$ cat src/rtl/pitfall_pkg.sv
// ============================================================================
//  Module      : pitfall_pkg
//  Description : Shared types, screen constants and box-bound helpers for the
//                Pitfall hazard path.
//  Revision    : 1.0 - initial release
// ============================================================================
`default_nettype none

package pitfall_pkg;

  localparam int COORD_W  = 10;
  localparam int SCREEN_W = 640;
  localparam int SCREEN_H = 480;
  localparam int CNT_W    = 16;

  typedef enum logic [1:0] {
    ST_ALIVE     = 2'd0,
    ST_DYING     = 2'd1,
    ST_RESPAWN   = 2'd2,
    ST_GAME_OVER = 2'd3
  } hazard_state_t;

  // Lower box edge, clamped at 0 when the extent reaches past the origin.
  function automatic logic [COORD_W-1:0] lo_bound(
    input logic [COORD_W-1:0] c,
    input logic [COORD_W-1:0] s
  );
    logic [COORD_W:0] d;
    d = {1'b0, c} - {1'b0, s};
    return d[COORD_W] ? '0 : d[COORD_W-1:0];
  endfunction

  // Upper box edge, saturated at the top of the coordinate range.
  function automatic logic [COORD_W-1:0] hi_bound(
    input logic [COORD_W-1:0] c,
    input logic [COORD_W-1:0] s
  );
    logic [COORD_W:0] d;
    d = {1'b0, c} + {1'b0, s};
    return d[COORD_W] ? '1 : d[COORD_W-1:0];
  endfunction

endpackage

`default_nettype wire

$ cat src/rtl/hazard_box_check.sv
// ============================================================================
//  Module      : hazard_box_check
//  Description : Combinational clamp-and-compare of Harry's box against the
//                pit span and the log box.
//  Revision    : 1.0 - initial release
// ============================================================================
`default_nettype none

module hazard_box_check
  import pitfall_pkg::*;
#(
  parameter int LOG_HW = 8,
  parameter int LOG_HH = 8
) (
  input  logic [COORD_W-1:0] i_x,
  input  logic [COORD_W-1:0] i_y,
  input  logic [COORD_W-1:0] i_sx,
  input  logic [COORD_W-1:0] i_sy,
  input  logic               i_pit_en,
  input  logic [COORD_W-1:0] i_pit_x0,
  input  logic [COORD_W-1:0] i_pit_x1,
  input  logic [COORD_W-1:0] i_pit_y,
  input  logic               i_log_en,
  input  logic [COORD_W-1:0] i_log_x,
  input  logic [COORD_W-1:0] i_log_y,
  output logic               o_pit_hit,
  output logic               o_log_hit
);

  localparam logic [COORD_W-1:0] c_log_hw = COORD_W'(LOG_HW);
  localparam logic [COORD_W-1:0] c_log_hh = COORD_W'(LOG_HH);

  logic [COORD_W-1:0] w_x_lo, w_x_hi, w_y_lo, w_y_hi;
  logic [COORD_W-1:0] w_lx_lo, w_lx_hi, w_ly_lo, w_ly_hi;

  assign w_x_lo  = lo_bound(i_x, i_sx);
  assign w_x_hi  = hi_bound(i_x, i_sx);
  assign w_y_lo  = lo_bound(i_y, i_sy);
  assign w_y_hi  = hi_bound(i_y, i_sy);

  assign w_lx_lo = lo_bound(i_log_x, c_log_hw);
  assign w_lx_hi = hi_bound(i_log_x, c_log_hw);
  assign w_ly_lo = lo_bound(i_log_y, c_log_hh);
  assign w_ly_hi = hi_bound(i_log_y, c_log_hh);

  // Harry falls only when his whole width sits inside the pit span.
  assign o_pit_hit = i_pit_en
                   && (i_pit_x0 <= w_x_lo)
                   && (w_x_hi   <= i_pit_x1)
                   && (w_y_hi   >= i_pit_y);

  assign o_log_hit = i_log_en
                   && (w_x_lo <= w_lx_hi) && (w_x_hi >= w_lx_lo)
                   && (w_y_lo <= w_ly_hi) && (w_y_hi >= w_ly_lo);

endmodule

`default_nettype wire

$ cat src/rtl/harry_hazard_monitor.sv
// ============================================================================
//  Module      : harry_hazard_monitor
//  Description : Per-frame hazard FSM owning lives, score, the death sequence
//                and the post-respawn invulnerability window.
//  Revision    : 1.0 - initial release
// ============================================================================
`default_nettype none

module harry_hazard_monitor
  import pitfall_pkg::*;
#(
  parameter int START_LIVES   = 3,
  parameter int SCORE_INIT    = 2000,
  parameter int LOG_PENALTY   = 1,
  parameter int DEATH_FRAMES  = 90,
  parameter int INVULN_FRAMES = 60,
  parameter int LOG_HW        = 8,
  parameter int LOG_HH        = 8
) (
  input  logic               frame_clk,
  input  logic               Reset,
  input  logic [COORD_W-1:0] HarryX,
  input  logic [COORD_W-1:0] HarryY,
  input  logic [COORD_W-1:0] HarryS_X,
  input  logic [COORD_W-1:0] HarryS_Y,
  input  logic               new_level,
  input  logic               pit_en,
  input  logic [COORD_W-1:0] PitX0,
  input  logic [COORD_W-1:0] PitX1,
  input  logic [COORD_W-1:0] PitY,
  input  logic               log_en,
  input  logic [COORD_W-1:0] LogX,
  input  logic [COORD_W-1:0] LogY,
  output logic               harry_death,
  output logic               freeze,
  output logic [1:0]         lives,
  output logic [15:0]        score,
  output logic               game_over,
  output logic               invuln
);

  localparam logic [1:0]       c_lives_init = 2'(START_LIVES);
  localparam logic [15:0]      c_score_init = 16'(SCORE_INIT);
  localparam logic [15:0]      c_penalty    = 16'(LOG_PENALTY);
  localparam logic [CNT_W-1:0] c_death_last = CNT_W'(DEATH_FRAMES - 1);
  localparam logic [CNT_W-1:0] c_invuln     = CNT_W'(INVULN_FRAMES);

  hazard_state_t    r_state, w_state_nx;
  logic [1:0]       r_lives, w_lives_nx;
  logic [15:0]      r_score, w_score_nx;
  logic [CNT_W-1:0] r_death_cnt, w_death_cnt_nx;
  logic [CNT_W-1:0] r_inv_cnt, w_inv_cnt_nx;
  logic             w_pit_hit, w_log_hit, w_invuln;

  hazard_box_check #(
    .LOG_HW (LOG_HW),
    .LOG_HH (LOG_HH)
  ) u_box (
    .i_x      (HarryX),
    .i_y      (HarryY),
    .i_sx     (HarryS_X),
    .i_sy     (HarryS_Y),
    .i_pit_en (pit_en),
    .i_pit_x0 (PitX0),
    .i_pit_x1 (PitX1),
    .i_pit_y  (PitY),
    .i_log_en (log_en),
    .i_log_x  (LogX),
    .i_log_y  (LogY),
    .o_pit_hit(w_pit_hit),
    .o_log_hit(w_log_hit)
  );

  assign w_invuln = (r_inv_cnt != '0);

  always_comb begin
    w_state_nx     = r_state;
    w_lives_nx     = r_lives;
    w_score_nx     = r_score;
    w_death_cnt_nx = r_death_cnt;
    w_inv_cnt_nx   = r_inv_cnt;
    case (r_state)
      ST_ALIVE: begin
        if (w_invuln) w_inv_cnt_nx = r_inv_cnt - 1'b1;
        // A level transition masks both hazards for its frame.
        if (!new_level) begin
          if (w_pit_hit && !w_invuln) begin
            w_state_nx     = ST_DYING;
            w_lives_nx     = (r_lives != 2'd0) ? r_lives - 2'd1 : 2'd0;
            w_death_cnt_nx = '0;
          end else if (w_log_hit && !w_invuln) begin
            w_score_nx = (r_score >= c_penalty) ? r_score - c_penalty : 16'd0;
          end
        end
      end
      ST_DYING: begin
        if (r_death_cnt == c_death_last) begin
          w_state_nx = (r_lives == 2'd0) ? ST_GAME_OVER : ST_RESPAWN;
        end else begin
          w_death_cnt_nx = r_death_cnt + 1'b1;
        end
      end
      ST_RESPAWN: begin
        w_state_nx   = ST_ALIVE;
        w_inv_cnt_nx = c_invuln;
      end
      ST_GAME_OVER: begin
        w_state_nx = ST_GAME_OVER;
      end
      default: begin
        w_state_nx = ST_ALIVE;
      end
    endcase
  end

  always_ff @(posedge frame_clk) begin
    if (Reset) begin
      r_state     <= ST_ALIVE;
      r_lives     <= c_lives_init;
      r_score     <= c_score_init;
      r_death_cnt <= '0;
      r_inv_cnt   <= '0;
    end else begin
      r_state     <= w_state_nx;
      r_lives     <= w_lives_nx;
      r_score     <= w_score_nx;
      r_death_cnt <= w_death_cnt_nx;
      r_inv_cnt   <= w_inv_cnt_nx;
    end
  end

  assign harry_death = (r_state == ST_RESPAWN);
  assign freeze      = (r_state == ST_DYING) || (r_state == ST_GAME_OVER);
  assign game_over   = (r_state == ST_GAME_OVER);
  assign invuln      = w_invuln;
  assign lives       = r_lives;
  assign score       = r_score;

endmodule

`default_nettype wire

$ cat config.mk
export PLATFORM = sky130hd
export DESIGN_NAME = harry_hazard_monitor
export DESIGN_NICKNAME = d
export VERILOG_FILES = /design/src/rtl/pitfall_pkg.sv /design/src/rtl/hazard_box_check.sv /design/src/rtl/harry_hazard_monitor.sv
export SDC_FILE = /design/constraint.sdc
export NUM_CORES = 1
export LEC_CHECK = 0
export CORE_MARGIN = 8
export CORE_UTILIZATION = 45
export CTS_CLUSTER_SIZE = 8
export DETAILED_ROUTE_END_ITERATION = 12
export DONT_BUFFER_PORTS = 1
export GPL_TIMING_DRIVEN = 0
export SLEW_MARGIN = 20
export SYNTH_ARGS = -nofsm -noshare
export SYNTH_HDL_FRONTEND = slang
export SYNTH_HIERARCHICAL = 1
export SYNTH_SLANG_ARGS = --single-unit
$ cat constraint.sdc
create_clock -name frame_clk -period 5.2 [get_ports frame_clk]
set_input_delay 0.26 -clock frame_clk [delete_from_list [all_inputs] [get_ports frame_clk]]
set_output_delay 0.26 -clock frame_clk [all_outputs]
set_load 0.005 [all_outputs]
==> results of run 1 <==
metrics by stage:
stage / util / hold slack (ns) / instances / setup WS [ns] / TNS [ns]
floorplan: - / 0.354 / 927 / 0.915 / 0
finish: 0.484 / 0.0662 / 1122 / 0.390 / 0
CTS: 0.483 / 0.0583 / 1122 / 0.225 / 0
global placement: 0.473 / 0.361 / 1115 / -0.0225 / -0.149
global route: 0.484 / 0.0562 / 1122 / 0.00900 / 0
detailed placement: 0.473 / 0.360 / 1115 / -0.0626 / -0.443
layout make-up:
class	count	area, µm²
buffer	31	151
clock buffer	7	153
fill	1581	7780
inverter	89	334
multi-input combinational	755	5390
sequential	52	1040
tap	188	235
where the power goes:
part           switching (µW)  leakage, µW  internal (µW)
clock network             135    0.0000760            202
logic                     535      0.00266            411
registers                39.9     0.000422            435
Yosys cell counts (5+ instances only):
| cell | instances |
|---|---|
| ha_1 | 117 |
| inv_1 | 89 |
| nor2_1 | 81 |
| nand2_1 | 68 |
| a21oi_1 | 64 |
| dfxtp_1 | 52 |
| nand3_1 | 35 |
| xnor2_1 | 35 |
| o21ai_0 | 34 |
| nor3_1 | 26 |
| or3_1 | 24 |
| clkbuf_1 | 17 |
| or4_1 | 16 |
| xor2_1 | 16 |
| a21o_1 | 15 |
| nand4_1 | 14 |
| nor2b_1 | 14 |
| nor4_1 | 14 |
| a211oi_1 | 11 |
| nand2b_1 | 11 |
| a31oi_1 | 10 |
| buf_2 | 10 |
| o211ai_1 | 10 |
| o21a_1 | 10 |
| o31ai_1 | 10 |
| or2_2 | 10 |
| and2_1 | 9 |
| nor3b_1 | 9 |
| and3_1 | 8 |
| o21bai_1 | 8 |
| mux2i_1 | 6 |
| o21ai_1 | 6 |
| o31a_1 | 5 |
logic make-up after synthesis:
kind of cell / count (synthesis) / synth area share
compound gates: 213 / 0.202
xor+xnor: 51 / 0.0647
fa+ha+maj: 122 / 0.225
buf+inv: 120 / 0.0703
flops: 52 / 0.151
mux: 7 / 0.0103
simple gates: 362 / 0.276
routing by layer:
layer | track usage | share of wire
met4 | 0.0286 | 0.010
met1 | 0.218 | 0.47
met2 | 0.290 | 0.45
met5 | 0 | 0
met3 | 0.0407 | 0.063
sequential cells by signal, indices dropped and copies added (netlist names):
signal / flops
score: 16
r_death_cnt: 16
r_state: 2
lives: 2
r_inv_cnt: 16
worst max-delay path by stage:
stage                   start   endpoint  slack (ns)  cells after the start
CTS                 HarryY[0]  score[12]        0.22                     22
floorplan           HarryX[0]  score[10]        0.91                     22
global placement    HarryY[0]   score[2]       -0.02                     22
global route        HarryY[0]   score[6]       0.009                     22
detailed placement  HarryY[0]   score[0]       -0.06                     22
finish              HarryY[0]   score[6]        0.39                     22
repair_timing:
action	4_1_cts	5_1_grt
gates resized for setup	0	2
hold buffers	0	0
setup endpoints to repair	0	10
==> results_dict.tcl, run 1 <==
set metrics [dict create \
    layout_commonest_cell "ha_1" \
    path_buf_inv 3 \
    max-cap-violations 0 \
    postCtsSetupRepairBufs 0 \
    reg2regPathDepth 8 \
    power.density_nw_per_um2 241 \
    worstHoldPathType "primary input to flip-flop" \
    synth.distinct_cells 73 \
    power_uw 1760 \
    syn_nets 1143 \
    final_cell_mix "117 x ha_1, 89 x inv_1, 81 x nor2_1" \
    ant_nets 0 \
    grt_pass1_wl_mm 28.6 \
    yosys-top-cells-area "ha_1 21%, dfxtp_1 15%, inv_1 4.8%" \
    die_x_um 140 \
    r2r-start "r_inv_cnt[1]" \
    clock_latency_ns 0.29 \
    core_um2 15100 \
    period_share 0.925 \
    crit_family "compound AO/OA/AOI/OAI gates" \
    crit_arrival_ns 4.98 \
    post-synth-top-area-fraction 0.212 \
    wl_per_cell_um 15.2 \
    ys.flop_type "dfxtp_1" \
    grt_use_total 0.171 \
    via_count 6334 \
    cts-root-buf "clkbuf_16" \
    hold_depth 1 \
    cp-start-kind "primary input" \
    hold_viol_final 0 \
    ys_seq_area_frac 0.151 \
    numClockSinks 52 \
    grt-ovfl-total 0 \
    rows 45 \
    grt_start_max_net_pins 15 \
    maxSlewHeadroom 0.378 \
    clockBufferDepth 2 \
    grt_pass1_vias 6058 \
    place_congestion 0.847 \
    wirelength_mm 17.1 \
    drtIter0Drc 331 \
    ios 117 \
    finalInstanceArea_um2 7310 \
    dieHeight_um 140 \
    whs_endpoint "lives[0]" \
    crit_required_ns 5.37 \
    dp_hpwl_mm 14.5 \
    worst_pin_slew_ns 0.926 \
    path_cells "inv_1, ha_1, inv_1, fa_1, a21o_1, a21oi_1, nor2_1, o21ai_1, o21a_1, buf_2, nor3_1, ha_1, a211oi_1, o21bai_1, a21o_1, a21oi_1, o22ai_1, a211oi_1, nor2b_1, nand4_1, o21a_1, or3_1" \
    place.port_buffers 0 \
    ctsHtreeMaxLevel 2 \
    nets 1150 \
    critPathMaxFanout 10 \
    synth_edf_count 0 \
    cp_slowest_cell "a211oi_1" \
    cp-end-kind "flip-flop" \
    cts_buffers 5 \
    netlist_area_um2 6900 \
    die_area_um2 19600 \
    antennaDiodeCount 0 \
    postSynthAreaPerCell_um2 7.45 \
    area_growth_pct 5.87 \
    drt-pass1-iter-count 5 \
    drt-vias-per-instance 5.65 \
    initial_core_util 0.457 \
    critPathMaxStageDelay_ns 0.48 \
    antenna_found_initial 0 \
    synthCells 927 \
    reg2reg_to "r_death_cnt[14]" \
    cts_tree "done" \
    fmax_ghz 0.208 \
    synth_area_leader_cell "ha_1" \
    reg2reg_setup_slack_ns 2.45 \
    status "complete, no violations" \
    crit_type "primary input to flip-flop" \
    fin_skew_ns 0.00544 \
    drive_gt1_frac 0.0535 \
    clkTransAtPathRegs_ns 0.06 \
    grt_setup_unrepaired "no" \
    ys_seq_elements 52 \
    finalWorstPathRequiredPeriod_ns 4.81 \
    final_max_slew_viol_count 0 \
    worstHoldStart "Reset" \
    placed_area_um2 7140 \
    drc 0 \
    leakage_uw 0.00316 \
    peakVddDrop_uv 211 \
    yosysWarnings 6 \
    setup_viol 0 \
    async_reset_ff_frac 0 \
]
Note: power is estimated with default switching activity, not from simulation.
==> inputs of run 2 (changes only) <==
--- a/config.mk
+++ b/config.mk
@@ -11,6 +11,7 @@
 export DETAILED_ROUTE_END_ITERATION = 12
 export DONT_BUFFER_PORTS = 1
 export GPL_TIMING_DRIVEN = 0
+export RECOVER_POWER = 50
 export SLEW_MARGIN = 20
 export SYNTH_ARGS = -nofsm -noshare
 export SYNTH_HDL_FRONTEND = slang
==> results_dict.tcl, run 2 (same netlist as run 1, synthesis figures left out) <==
set metrics [dict create \
    dp_hpwl_mm 14.5 \
    power.density_nw_per_um2 241 \
    register_area_um2 1040 \
    fin_ws_ns 0.380 \
    drive_gt1_frac 0.0535 \
    antenna_found_initial 0 \
    grt_pass1_wl_mm 28.6 \
    area_growth_pct 5.87 \
    initial_core_util 0.457 \
    leakage_uw 0.00316 \
    fill_cells 1581 \
    peakVddDrop_uv 211 \
    place_congestion 0.847 \
    wirelength_mm 17.1 \
    grt_use_total 0.171 \
    status "complete, no violations" \
    ctsResizeCount 0 \
    core_um2 15100 \
    crit_arrival_ns 4.99 \
    cts_buffers 5 \
    drtIter0Drc 331 \
    final_cell_mix "117 x ha_1, 89 x inv_1, 81 x nor2_1" \
    via_count 6344 \
    die_x_um 140 \
    layout_commonest_cell "ha_1" \
    cts-root-buf "clkbuf_16" \
    fin_skew_ns 0.00502 \
    maxSlewHeadroom 0.378 \
    placed_area_um2 7140 \
    period_share 0.927 \
    nets 1150 \
    final_max_slew_viol_count 0 \
    drc 0 \
    setup_viol 0 \
    place.port_buffers 0 \
    crit_required_ns 5.37 \
    fmax_ghz 0.207 \
    drt-vias-per-instance 5.65 \
    crit_type "primary input to flip-flop" \
    ctsHtreeMaxLevel 2 \
    grt-ovfl-total 0 \
    grt_setup_unrepaired "no" \
    numClockSinks 52 \
    postLayoutCoreUtil 0.484 \
    grt_pass1_vias 6058 \
    antennaDiodeCount 0 \
    dieHeight_um 140 \
    finalWorstPathRequiredPeriod_ns 4.82 \
    critPathMaxFanout 10 \
    wl_per_cell_um 15.2 \
    drt-pass1-iter-count 5 \
    clockBufferDepth 2 \
    die_area_um2 19600 \
    ant_nets 0 \
    cts_hold_buf 0 \
    rows 45 \
    cts_tree "done" \
    worstHoldPathType "primary input to flip-flop" \
    ios 117 \
    grt_start_max_net_pins 15 \
    max-cap-violations 0 \
    clock_latency_ns 0.29 \
    clkTransAtPathRegs_ns 0.06 \
    cp-end-kind "flip-flop" \
    dpl.cell_count 1115 \
    worst_pin_slew_ns 0.925 \
    postCtsSetupRepairBufs 0 \
    stdcell_count 1122 \
    hold_viol_final 0 \
    cp-start-kind "primary input" \
    finalInstanceArea_um2 7310 \
    dp_slack_ns -0.0626 \
    multi_input_area_um2 5390 \
]
[run 2: changes by cell type in the layout (fill, tap and decap cells not counted)]
| cell | before | now |
|---|---|---|
| and2_0 | 0 | 1 |
| and2_1 | 9 | 8 |
[run 2: critical path, cell delays in order]
cell and delay, ns:
inv_1 0.04, ha_1 0.17, inv_1 0.06, fa_1 0.39, a21o_1 0.17, a21oi_1 0.18
nor2_1 0.10, o21ai_1 0.25, o21a_1 0.16, buf_2 0.20, nor3_1 0.10, ha_1 0.31
a211oi_1 0.22, o21bai_1 0.11, a21o_1 0.18, a21oi_1 0.18, o22ai_1 0.14, a211oi_1 0.49
nor2b_1 0.30, nand4_1 0.34, o21a_1 0.28, or3_1 0.33
[run 2: where the power goes]
group          switching (µW)  total [µW]  internal (µW)
Sequential               39.9         475            435
Combinational             535         946            411
Clock                     137         339            202
Total                     712        1760           1050
[run 2: metrics by stage]
stage	hold slack, ns	TNS (ns)	power, µW
after global placement	0.361	-0.149	1410
after CTS	0.0583	0	1770
after floorplan	0.354	0	1230
after global routing	0.0562	0	1940
final	0.0660	0	1760
after detailed placement	0.360	-0.443	1420
[run 2: final cells by class]
type	instances	area share
flip-flops and latches	52	0.142
well taps	188	0.0322
multi-input cells	755	0.738
clock buffers	7	0.0209
inverters	89	0.0457
plain buffers	31	0.0207
[run 2: final timing paths]
check                                   from         endpoint  slack (ns)  cells past startpoint
worst max-delay path               HarryY[0]         score[6]        0.38                     22
worst min-delay path                   Reset         lives[0]        0.07                      1
worst max register to register  r_inv_cnt[1]  r_death_cnt[14]        2.45                      8
worst min register to register  r_inv_cnt[7]     r_inv_cnt[7]        0.47                      2
[run 2: per-layer routing]
| layer | track usage | wire (µm) | vias up |
|---|---|---|---|
| met3 | 0.0407 | 1080 | 15 |
| met4 | 0.0286 | 174 | 0 |
| met5 | 0 | 0 | - |
| li1 | - | - | 3338 |
| met1 | 0.218 | 8100 | 2888 |
| met2 | 0.290 | 7750 | 103 |
